==> src/rtl/fetch_ctrl.sv <==
// fetch_ctrl: owns the PC and sequences instruction fetch with one outstanding req/ack at a time.
// Latency: with zero-wait memory and no stall, one instruction every 2 cycles; first if_valid on 2nd edge after reset.
// Backpressure: stall holds the if_* output register in OUT; a taken branch flushes it even while stalled.
//
// Ports:
//   clk, reset                 rising-edge clock, asynchronous active-high reset
//   mem_req/mem_addr           request to instruction memory (addr stable until mem_ack)
//   mem_ack/mem_rdata          memory return, sampled only while a request is outstanding
//   stall                      decode cannot accept if_* this cycle
//   br_taken/br_pc/br_offset   taken-branch redirect; target = br_pc + 4 + sext(offset) * 4
//   if_valid/if_pc/if_instr    fetched word presented to decode
//   fetch_err                  sticky fetch timeout flag
//
// Optional feature: define FETCH_CTRL_TIMEOUT_EN to add the REQ timeout counter and the ERR
// state. Without it fetch_err is tied low and REQ waits indefinitely for mem_ack.

module fetch_ctrl #(
  parameter logic [31:0] RESET_PC       = 32'h0000_0000,
  parameter int          TIMEOUT_CYCLES = 15
) (
  input  logic        clk,
  input  logic        reset,
  output logic        mem_req,
  output logic [31:0] mem_addr,
  input  logic        mem_ack,
  input  logic [31:0] mem_rdata,
  input  logic        stall,
  input  logic        br_taken,
  input  logic [31:0] br_pc,
  input  logic [15:0] br_offset,
  output logic        if_valid,
  output logic [31:0] if_pc,
  output logic [31:0] if_instr,
  output logic        fetch_err
);

  // A limit below one would fire the timeout before any memory could respond.
  if (TIMEOUT_CYCLES < 1) begin : g_bad_timeout
    $error("fetch_ctrl: TIMEOUT_CYCLES must be at least 1");
  end

`ifdef FETCH_CTRL_TIMEOUT_EN
  typedef enum logic [1:0] {S_IDLE, S_REQ, S_OUT, S_ERR} state_t;
`else
  typedef enum logic [1:0] {S_IDLE, S_REQ, S_OUT} state_t;
`endif

  state_t      r_state,       w_state_nxt;
  logic [31:0] r_mem_addr,    w_mem_addr_nxt;
  logic        r_if_valid,    w_if_valid_nxt;
  logic [31:0] r_if_pc,       w_if_pc_nxt;
  logic [31:0] r_if_instr,    w_if_instr_nxt;
  logic [31:0] r_pc_next,     w_pc_next_nxt;
  logic        r_kill,        w_kill_nxt;
  logic [31:0] r_redirect_pc, w_redirect_pc_nxt;
  logic [31:0] w_target;

  // Offset is in words: sign-extend and scale by 4; the sum wraps modulo 2^32.
  assign w_target = br_pc + 32'd4 + {{14{br_offset[15]}}, br_offset, 2'b00};

`ifdef FETCH_CTRL_TIMEOUT_EN
  localparam int              CW       = $clog2(TIMEOUT_CYCLES + 1);
  localparam logic [CW-1:0]   TMO_LAST = CW'(TIMEOUT_CYCLES - 1);

  logic [CW-1:0] r_tmo_cnt, w_tmo_cnt_nxt;
  logic          r_fetch_err, w_fetch_err_nxt;
  logic          w_tmo_hit;

  // This REQ cycle without ack is the TIMEOUT_CYCLES-th one.
  assign w_tmo_hit = (r_state == S_REQ) && !mem_ack && (r_tmo_cnt == TMO_LAST);
`endif

  always_comb begin
    w_state_nxt       = r_state;
    w_mem_addr_nxt    = r_mem_addr;
    w_if_valid_nxt    = r_if_valid;
    w_if_pc_nxt       = r_if_pc;
    w_if_instr_nxt    = r_if_instr;
    w_pc_next_nxt     = r_pc_next;
    w_kill_nxt        = r_kill;
    w_redirect_pc_nxt = r_redirect_pc;

    case (r_state)
      S_IDLE: begin
        w_state_nxt    = S_REQ;
        w_mem_addr_nxt = br_taken ? w_target : r_pc_next;
      end

      S_REQ: begin
        if (mem_ack) begin
          if (r_kill || br_taken) begin
            // Returning word belongs to the stale path: drop it and reissue.
            // A branch this cycle is newer than the stored redirect.
            w_mem_addr_nxt = br_taken ? w_target : r_redirect_pc;
            w_kill_nxt     = 1'b0;
          end else begin
            w_if_valid_nxt = 1'b1;
            w_if_instr_nxt = mem_rdata;
            w_if_pc_nxt    = r_mem_addr;
            w_pc_next_nxt  = r_mem_addr + 32'd4;
            w_state_nxt    = S_OUT;
          end
        end else if (br_taken) begin
          // mem_addr must stay put until ack; remember where to go afterwards.
          w_kill_nxt        = 1'b1;
          w_redirect_pc_nxt = w_target;
        end
      end

      S_OUT: begin
        if (br_taken) begin
          w_if_valid_nxt = 1'b0;
          w_mem_addr_nxt = w_target;
          w_state_nxt    = S_REQ;
        end else if (!stall) begin
          w_if_valid_nxt = 1'b0;
          w_mem_addr_nxt = r_pc_next;
          w_state_nxt    = S_REQ;
        end
      end

      default: begin
        // ERR (when built in) is left only by reset.
        w_state_nxt = r_state;
      end
    endcase

`ifdef FETCH_CTRL_TIMEOUT_EN
    w_fetch_err_nxt = r_fetch_err;
    w_tmo_cnt_nxt   = '0;
    if ((r_state == S_REQ) && !mem_ack) begin
      w_tmo_cnt_nxt = r_tmo_cnt + 1'b1;
    end
    if (w_tmo_hit) begin
      w_state_nxt     = S_ERR;
      w_fetch_err_nxt = 1'b1;
      w_if_valid_nxt  = 1'b0;
      w_kill_nxt      = r_kill;
      w_tmo_cnt_nxt   = '0;
    end
`endif
  end

  always_ff @(posedge clk or posedge reset) begin
    if (reset) begin
      r_state       <= S_IDLE;
      r_mem_addr    <= 32'd0;
      r_if_valid    <= 1'b0;
      r_if_pc       <= 32'd0;
      r_if_instr    <= 32'd0;
      r_pc_next     <= RESET_PC;
      r_kill        <= 1'b0;
      r_redirect_pc <= 32'd0;
    end else begin
      r_state       <= w_state_nxt;
      r_mem_addr    <= w_mem_addr_nxt;
      r_if_valid    <= w_if_valid_nxt;
      r_if_pc       <= w_if_pc_nxt;
      r_if_instr    <= w_if_instr_nxt;
      r_pc_next     <= w_pc_next_nxt;
      r_kill        <= w_kill_nxt;
      r_redirect_pc <= w_redirect_pc_nxt;
    end
  end

`ifdef FETCH_CTRL_TIMEOUT_EN
  always_ff @(posedge clk or posedge reset) begin
    if (reset) begin
      r_tmo_cnt   <= '0;
      r_fetch_err <= 1'b0;
    end else begin
      r_tmo_cnt   <= w_tmo_cnt_nxt;
      r_fetch_err <= w_fetch_err_nxt;
    end
  end

  assign fetch_err = r_fetch_err;
`else
  assign fetch_err = 1'b0;
`endif

  assign mem_req  = (r_state == S_REQ);
  assign mem_addr = r_mem_addr;
  assign if_valid = r_if_valid;
  assign if_pc    = r_if_pc;
  assign if_instr = r_if_instr;

endmodule

==> config.mk <==
export PLATFORM = sky130hd
export DESIGN_NAME = fetch_ctrl
export DESIGN_NICKNAME = d
export VERILOG_FILES = /design/src/rtl/fetch_ctrl.sv
export SDC_FILE = /design/constraint.sdc
export NUM_CORES = 1
export LEC_CHECK = 0
export CELL_PAD_IN_SITES_DETAIL_PLACEMENT = 1
export CELL_PAD_IN_SITES_GLOBAL_PLACEMENT = 1
export CORE_MARGIN = 5
export CORE_UTILIZATION = 42
export CTS_CLUSTER_DIAMETER = 50
export DETAILED_ROUTE_END_ITERATION = 10
export GPL_TIMING_DRIVEN = 1
export HOLD_SLACK_MARGIN = 0.03
export PLACE_DENSITY = 0.83
export SKIP_LAST_GASP = 1
export SLEW_MARGIN = 20
export SYNTH_ARGS = -nofsm -noshare
export SYNTH_HDL_FRONTEND = slang
export SYNTH_SLANG_ARGS = --single-unit
==> constraint.sdc <==
create_clock -name clk -period 17.1 [get_ports clk]
set_clock_uncertainty 0.2 [all_clocks]
set_input_delay 4.275 -clock clk [delete_from_list [all_inputs] [get_ports clk]]
set_output_delay 4.275 -clock clk [all_outputs]
set_load 0.1 [all_outputs]
Word-level counts from Yosys, hierarchy flattened
Cells that the tools add are included.
{"block": "word_totals", "reg_bits": 164, "elab_cells": 51}
{"block": "op_classes", "add_sub_neg": 3, "bitwise_logic": 2, "eq_ne": 7, "reduce_logical": 11, "muxes": 20}
{"cell": "2-to-1 mux 32 bit", "n": 6}
{"cell": "one-hot mux 32 bit (3 select lines)", "n": 1}
{"cell": "adder 32 x 3 -> 32 bit (second input constant)", "n": 2}
{"cell": "adder 32 bit", "n": 1}
{"cell": "AND reduction 4 bit", "n": 3}
{"cell": "2-to-1 mux 2 bit", "n": 4}
{"cell": "2-to-1 mux 1 bit", "n": 7}
{"cell": "inequality test 2 x 1 -> 1 bit (second input constant)", "n": 3}
{"cell": "one-hot mux 2 bit (3 select lines)", "n": 1}
{"cell": "AND reduction 3 bit", "n": 2}
{"cell": "nonzero test 2 bit", "n": 2}
{"cell": "inequality test 3 bit (second input constant)", "n": 1}
{"cell": "nonzero test 3 bit", "n": 1}
{"cell": "== test 2 x 1 -> 1 bit (second input constant)", "n": 1}
{"cell": "== test 2 bit (second input constant)", "n": 1}
{"cell": "zero test 2 bit", "n": 1}
{"cell": "inequality test 2 bit (second input constant)", "n": 1}
{"cell": "inverter 1 bit", "n": 2}
{"cell": "one-hot mux 1 bit (2 select lines)", "n": 1}
{"cell": "AND reduction 2 bit", "n": 1}
{"cell": "logical OR 1 bit", "n": 1}

Longest topological paths before layout
Gate-level depths: netlist (run 1).
{"block": "depth", "depth_word": 6, "ltp_mapped": 12}

Worst setup path before layout (run 1)
No wires, ideal clock.
{"block": "synth_timing", "kind": "input-to-reg", "from": "input br_pc[3]", "to": "register r_mem_addr[29] (netlist: mem_addr[29])", "path_slack_ns": 10.302, "stages": 10, "path_buffers": 0, "arrival_ns": 6.460, "cell_sequence": "ha_1 ha_1 fa_1 a211oi_2 nor4_2 nor4_2 nor4_1 a211oi_1 xor2_1 a21oi_1"}
{"block": "synth_between", "elab_chain_len": 6, "elab_cells_between_ends": 8, "cone_classes": "2 x add/sub; 6 x mux"}
{"item": "from (decl)", "line": "29", "source": "input logic [31:0] br_pc,"}
{"item": "adder 32 x 3 -> 32 bit *", "line": "59", "source": "assign w_target = br_pc + 32'd4 + {{14{br_offset[15]}}, br_offset, 2'b00};"}
{"item": "adder 32 bit *", "line": "59"}
{"item": "2-to-1 mux 32 bit"}
{"item": "2-to-1 mux 32 bit", "line": "91", "source": "if (r_kill || br_taken) begin"}
{"item": "2-to-1 mux 32 bit", "line": "90", "source": "if (mem_ack) begin"}
{"item": "one-hot mux 32 bit (3 select lines) *", "line": "83", "source": "case (r_state)"}
{"item": "to (signal assigned)", "line": "156", "source": "r_mem_addr <= w_mem_addr_nxt;"}
{"item": "to (decl)", "line": "49", "source": "logic [31:0] r_mem_addr, w_mem_addr_nxt;"}
Mark *: on every way between the ends. The rest lies on a longest branch, timed or not. The select of a mux whose other input is x is not followed.
A chain may end at the register's enable or synchronous reset.

Worst setup path after layout (run 1)
{"block": "layout_timing", "from": "register r_state[1]", "to": "output mem_req"}
{"block": "layout_between", "elab_chain_len": 1}
{"item": "from (decl)", "line": "48", "source": "state_t r_state, w_state_nxt;"}
{"item": "from (signal assigned)", "line": "155", "source": "r_state <= w_state_nxt;"}
{"item": "== test 2 x 1 -> 1 bit", "line": "182", "source": "assign mem_req = (r_state == S_REQ);"}
{"item": "to (decl)", "line": "23", "source": "output logic mem_req,"}
No other way between the ends.

==> results of run 1 <==
==> cells in the final DEF (no fill, tap or decap), types with 6 or more instances in the layout <==
| master | Yosys | layout |
|---|---|---|
| o21ai_1 | 15 | 14 |
| o21ai_0 | 80 | 80 |
| inv_1 | 16 | 15 |
| nor2_1 | 52 | 51 |
| nand2_1 | 356 | 356 |
| a21oi_2 | 6 | 6 |
| nand2b_1 | 6 | 6 |
| o211ai_1 | 6 | 6 |
| xnor2_1 | 16 | 16 |
| a21o_1 | 17 | 17 |
| clkdlybuf4s50_1 | 0 | 181 |
| xor2_1 | 30 | 30 |
| clkbuf_16 | 0 | 17 |
| nand4_1 | 23 | 23 |
| nor3_1 | 20 | 20 |
| dfrtp_1 | 162 | 162 |
| buf_4 | 5 | 7 |
| mux2i_1 | 12 | 12 |
| ha_1 | 58 | 58 |
| nand3_1 | 21 | 21 |
| a21oi_1 | 72 | 72 |
==> critical path, stage by stage (launching register included) <==
cell             delay, ps
dfrtp_1                430
nand2b_1               160
buf_4                  250
inv_2                  600
clkdlybuf4s50_1       1270
==> routing by layer <==
| layer | global-route usage | vias up | share of wire |
|---|---|---|---|
| met5 | 0 | - | 0 |
| met4 | 0.0547 | 0 | 0.014 |
| met3 | 0.0331 | 28 | 0.044 |
| met2 | 0.355 | 204 | 0.47 |
| met1 | 0.310 | 4137 | 0.47 |
| li1 | - | 4081 | - |
==> cells by family (layout without fill, tap and decap cells) <==
| logic type | Yosys count | after routing |
|---|---|---|
| and+or+nand+nor | 510 | 510 |
| AOI/OAI and AO/OA | 244 | 244 |
| DFF | 162 | 162 |
| buffers and inverters | 84 | 238 |
| adders and majority gates | 59 | 59 |
| xor gates and xnor gates | 46 | 46 |
| muxes | 15 | 15 |
| other | 1 | 1 |
==> state kept, by name (all words and copies together), names as in the netlist <==
register,count
if_valid,1
if_instr,32
r_kill,1
r_pc_next,30
mem_addr,32
r_state,2
if_pc,32
r_redirect_pc,32
==> how the worst max path moves through the flow <==
stage,slack [ps],end,cells after the start
after CTS,9430,mem_req,4
after floorplan,8250,if_instr[0],1
after global routing,9340,mem_req,4
after detailed placement,9370,mem_addr[29],10
final,9470,mem_req,4
after global placement,9460,mem_addr[29],10
==> area by class of cell <==
cell class,count,area (µm²),area share
Sequential cell,162,4050,0.341
Inverter,18,72.6,0.00610
Clock inverter,8,77.6,0.00652
Timing Repair Buffer,189,1870,0.157
Clock buffer,23,498,0.0418
Tap cell,280,350,0.0294
Multi-Input combinational cell,875,4980,0.418
==> per-stage QoR <==
step	power [µW]	area (µm²)
2_1_floorplan	1030	9390
3_3_place_gp	1220	11300
3_5_place_dp	1240	11300
4_1_cts	1610	11900
5_1_grt	1680	11900
6_report	1610	11900
==> report_power, final <==
part	switching [µW]	internal (µW)	total (µW)
Combinational	504	180	684
Sequential	97.3	452	549
Clock	153	219	372
Total	755	850	1610
==> reports/results.ini, run 1 <==
[hold_path]
whs_endpoint = if_pc[27]
hold_depth = 2
min_from = if_pc[27]
hold_path_class = reg2reg

[synthesis]
synth_edf_count = 0
yosys.area_share.simple = 0.230
syn_avg_cell_area_um2 = 8.37
synth_top_area_frac = 0.432
synthesis.nets = 1265
ys_warn_count = 0
ys_seq_elements = 162
netlist_area_mm2 = 0.00939
synthAdderAreaFrac = 0.0794
synth_seq_area_share = 0.432
ys_types = 72
synth_mux_area_frac = 0.0164
synth.largest_area_cell = dfrtp_1
synthXorXnorAreaFrac = 0.0429
synth_top_family_by_area = simple AND/OR/NAND/NOR gates
synthFlopType = dfrtp_1
yosysMostFrequentCell = nand2_1
synth-async-reset-ratio = 1.00
synth_common_cells = nand2_1, dfrtp_1, o21ai_0
syn_inst = 1121
synth-compound-area-share = 0.158
synth_area_leaders = dfrtp_1, nand2_1, ha_1, o21ai_0, a21oi_1

[global_route]
grt_pass1_vias = 8762
grt_start_max_net_pins = 106
grt_use_total = 0.219
grt_pass1_wl_um = 46900
antenna_found_initial = 0
gr-total-overflow = 0

[finish]
utilization = 0.544
stdcell_count = 1555
num_antenna_cells = 0
syn2layout_area_growth_pct = 26.8
nets = 1407
filler_cell_count = 2604
drive_gt1_frac = 0.0557

[clocking]
tritoncts = yes
cts-root-buf = clkbuf_16
post_cts_resized = 0
postCtsSetupBuffers = 0
holdBufCountCts = 0
insertion_delay_ps = 420
cts.clk_slew.worst_paths_ps = 60
numCtsBuffers = 17
cts_max_path_buffers = 2
clock_sinks = 162
htree_levels = 4

[place]
hpwlAfterDp_um = 20500
portBuffers = 182
placedCellCount = 1524
gp_congestion = 0.883
pre_cts_slack_ps = 9370

[timing]
fin_crit_sh = 0.446
hold_viol_final = 0
layout_setup_ws_ps = 9470
finalSetupViolCount = 0
hold_slack_ps = 271
rsz0062_at_grt = no
fin_crit_ps = 7630
setup_tns_ps = 0
worstMarginPinSlew_ps = 1060
max_freq_mhz = 131
max_slew_margin = 0.288
drv_slew = 0

[outcome]
status = finished clean

[floorplanning]
die_h_um = 160
start_util = 0.429
dieArea_mm2 = 0.0254
die_width_um = 160
ios = 184
rows = 54
core_mm2 = 0.0219

[detailed_routing]
drt_iter0_markers = 378
vias = 8450
drt-wirelength-per-cell_um = 18.2
via_per_inst = 5.43
drtAntennaViolNets = 0
wl_um = 28300
drc = 0
firstDrtPassIters = 4

[pwr]
cellPowerDensity_mw_per_mm2 = 135
total_leakage_power_uw = 0.00548
peakVddDrop_uv = 72.9

[worst_setup_path]
cp.required_ps = 12620
r2r_end = r_redirect_pc[28]
r2r_cells = 8
cp-start-kind = flop
critPathLaunch = r_state[1]
worstSetupPathType = reg2out
rrSetupSlack_ps = 13930
crit_arrival_ps = 3150
worstPathMaxFanout = 35
r2r-start = r_state[1]
end_kind = output port

[flow_run]
maxCapViolCount = 0

(Power assumes the default switching activity.)
==> run 2, diff against run 1 <==
--- a/config.mk
+++ b/config.mk
@@ -8,12 +8,12 @@
 export CELL_PAD_IN_SITES_DETAIL_PLACEMENT = 1
 export CELL_PAD_IN_SITES_GLOBAL_PLACEMENT = 1
 export CORE_MARGIN = 5
-export CORE_UTILIZATION = 42
+export CORE_UTILIZATION = 35
 export CTS_CLUSTER_DIAMETER = 50
 export DETAILED_ROUTE_END_ITERATION = 10
 export GPL_TIMING_DRIVEN = 1
 export HOLD_SLACK_MARGIN = 0.03
-export PLACE_DENSITY = 0.83
+export PLACE_DENSITY = 0.74
 export SKIP_LAST_GASP = 1
 export SLEW_MARGIN = 20
 export SYNTH_ARGS = -nofsm -noshare
==> constraint.sdc (replaced) <==
create_clock -name clk -period 6.55 [get_ports clk]
set_clock_uncertainty 0.2 [all_clocks]
set_input_delay 1.6375 -clock clk [delete_from_list [all_inputs] [get_ports clk]]
set_output_delay 1.6375 -clock clk [all_outputs]
set_load 0.1 [all_outputs]
==> reports/results.ini, run 2 (same netlist as run 1, synthesis figures left out) <==
[finish]
filler_cell_count = 3128
num_antenna_cells = 0
nets = 1409
layout_commonest_cell = nand2_1
final_cell_mix = nand2_1, clkdlybuf4s50_1, dfrtp_1
drive_gt1_frac = 0.0548
syn2layout_area_growth_pct = 28.2

[timing]
setup_tns_ps = 0
fin_crit_sh = 0.711
hold_viol_final = 0
drv_slew = 0
fin_crit_ps = 4650
max_slew_margin = 0.298
hold_slack_ps = 271
finalSetupViolCount = 0
worstMarginPinSlew_ps = 1050
layout_setup_ws_ps = 1900
rsz0062_at_grt = no
max_freq_mhz = 215

[global_route]
grt_pass1_vias = 8657
grt_pass1_wl_um = 46800
antenna_found_initial = 0
grt_use_total = 0.189
grt_start_max_net_pins = 101
gr-total-overflow = 0

[pwr]
peakVddDrop_uv = 179
clkPwrFrac = 0.247
seqPwrFrac = 0.336
cellPowerDensity_mw_per_mm2 = 355
p_int_uw = 2300
combPwrFrac = 0.417
total_leakage_power_uw = 0.00552
power_switching_uw = 1980
swShare = 0.462

[floorplanning]
die_width_um = 174
core_mm2 = 0.0267
rows = 60
die_h_um = 174
start_util = 0.352
ios = 184
dieArea_mm2 = 0.0302

[outcome]
status = finished clean

[worst_setup_path]
worstPathMaxFanout = 15
worstSetupPathType = in2reg
cp-start-kind = input port
cp.required_ps = 6640
end_kind = flop
crit_arrival_ps = 4740
rrSetupSlack_ps = 3500

[clocking]
cts-root-buf = clkbuf_16
postCtsSetupBuffers = 0
clock_sinks = 162
cts_max_path_buffers = 2
insertion_delay_ps = 430
cts.clk_slew.worst_paths_ps = 60
htree_levels = 4
numCtsBuffers = 17
tritoncts = yes
post_cts_resized = 0
holdBufCountCts = 0

[place]
gp_congestion = 0.803
portBuffers = 182
hpwlAfterDp_um = 20700
pre_cts_slack_ps = 1460

[detailed_routing]
drtAntennaViolNets = 0
wl_met3_um = 1180
firstDrtPassIters = 5
drt-wirelength-per-cell_um = 17.7
top_layer = met4
met1_length_um = 14100
met2WireLength_um = 12900
vias = 8449
drt_iter0_markers = 404
drc = 0
wl_um = 28600
via_per_inst = 5.22

[hold_path]
hold_path_class = reg2reg

[flow_run]
maxCapViolCount = 0

==> run 2: worst max-delay path, stage by stage <==
cell and delay [ps]:
clkdlybuf4s50_1 830, ha_1 350, ha_1 410, a211oi_2 280, o211ai_1 140, a41oi_1 310
o21ai_0 130, a211oi_1 290, xor2_1 240, a21oi_1 100
==> run 2: through the flow <==
step           utilization  std cells  area, µm²  total power (µW)
2_1_floorplan            -       1121       9390              2700
3_3_place_gp         0.429       1587      11400              3200
3_5_place_dp         0.429       1587      11400              3230
4_1_cts              0.452       1619      12000              4300
5_1_grt              0.452       1619      12000              4460
6_report             0.452       1619      12000              4270
==> run 2: path summary, 6_finish.rpt <==
kind	startpoint	cells past startpoint	endpoint
worst max-delay path	br_offset[15]	10	mem_addr[29]
worst min-delay path	if_instr[7]	2	if_instr[7]
worst max register to register	r_state[1]	8	r_pc_next[30]
worst min register to register	if_instr[7]	2	if_instr[7]
max in group asynchronous	reset	3	if_pc[31]
min in group asynchronous	reset	2	if_instr[8]
==> run 2: final cells by class <==
class,instances,area (µm²),share of cell area
Clock inverter,10,158,0.0131
Multi-Input combinational cell,875,4980,0.413
Clock buffer,22,454,0.0377
Inverter,18,72.6,0.00603
Tap cell,341,427,0.0354
Timing Repair Buffer,191,1900,0.158
Sequential cell,162,4050,0.337
==> run 2: layer usage <==
layer  vias to the layer above  track usage
met4                         0       0.0515
met3                        35       0.0334
met1                      4115        0.270
met5                         -            0
met2                       207        0.297
li1                       4092            -
==> run 2: power by group through the flow <==
stage	clock network [µW]	registers, µW	logic [µW]
after floorplan	0	2190	506
after global placement	0	1440	1760
after detailed placement	0	1450	1780
after CTS	1080	1430	1790
after global routing	1120	1460	1880
final	1050	1440	1780
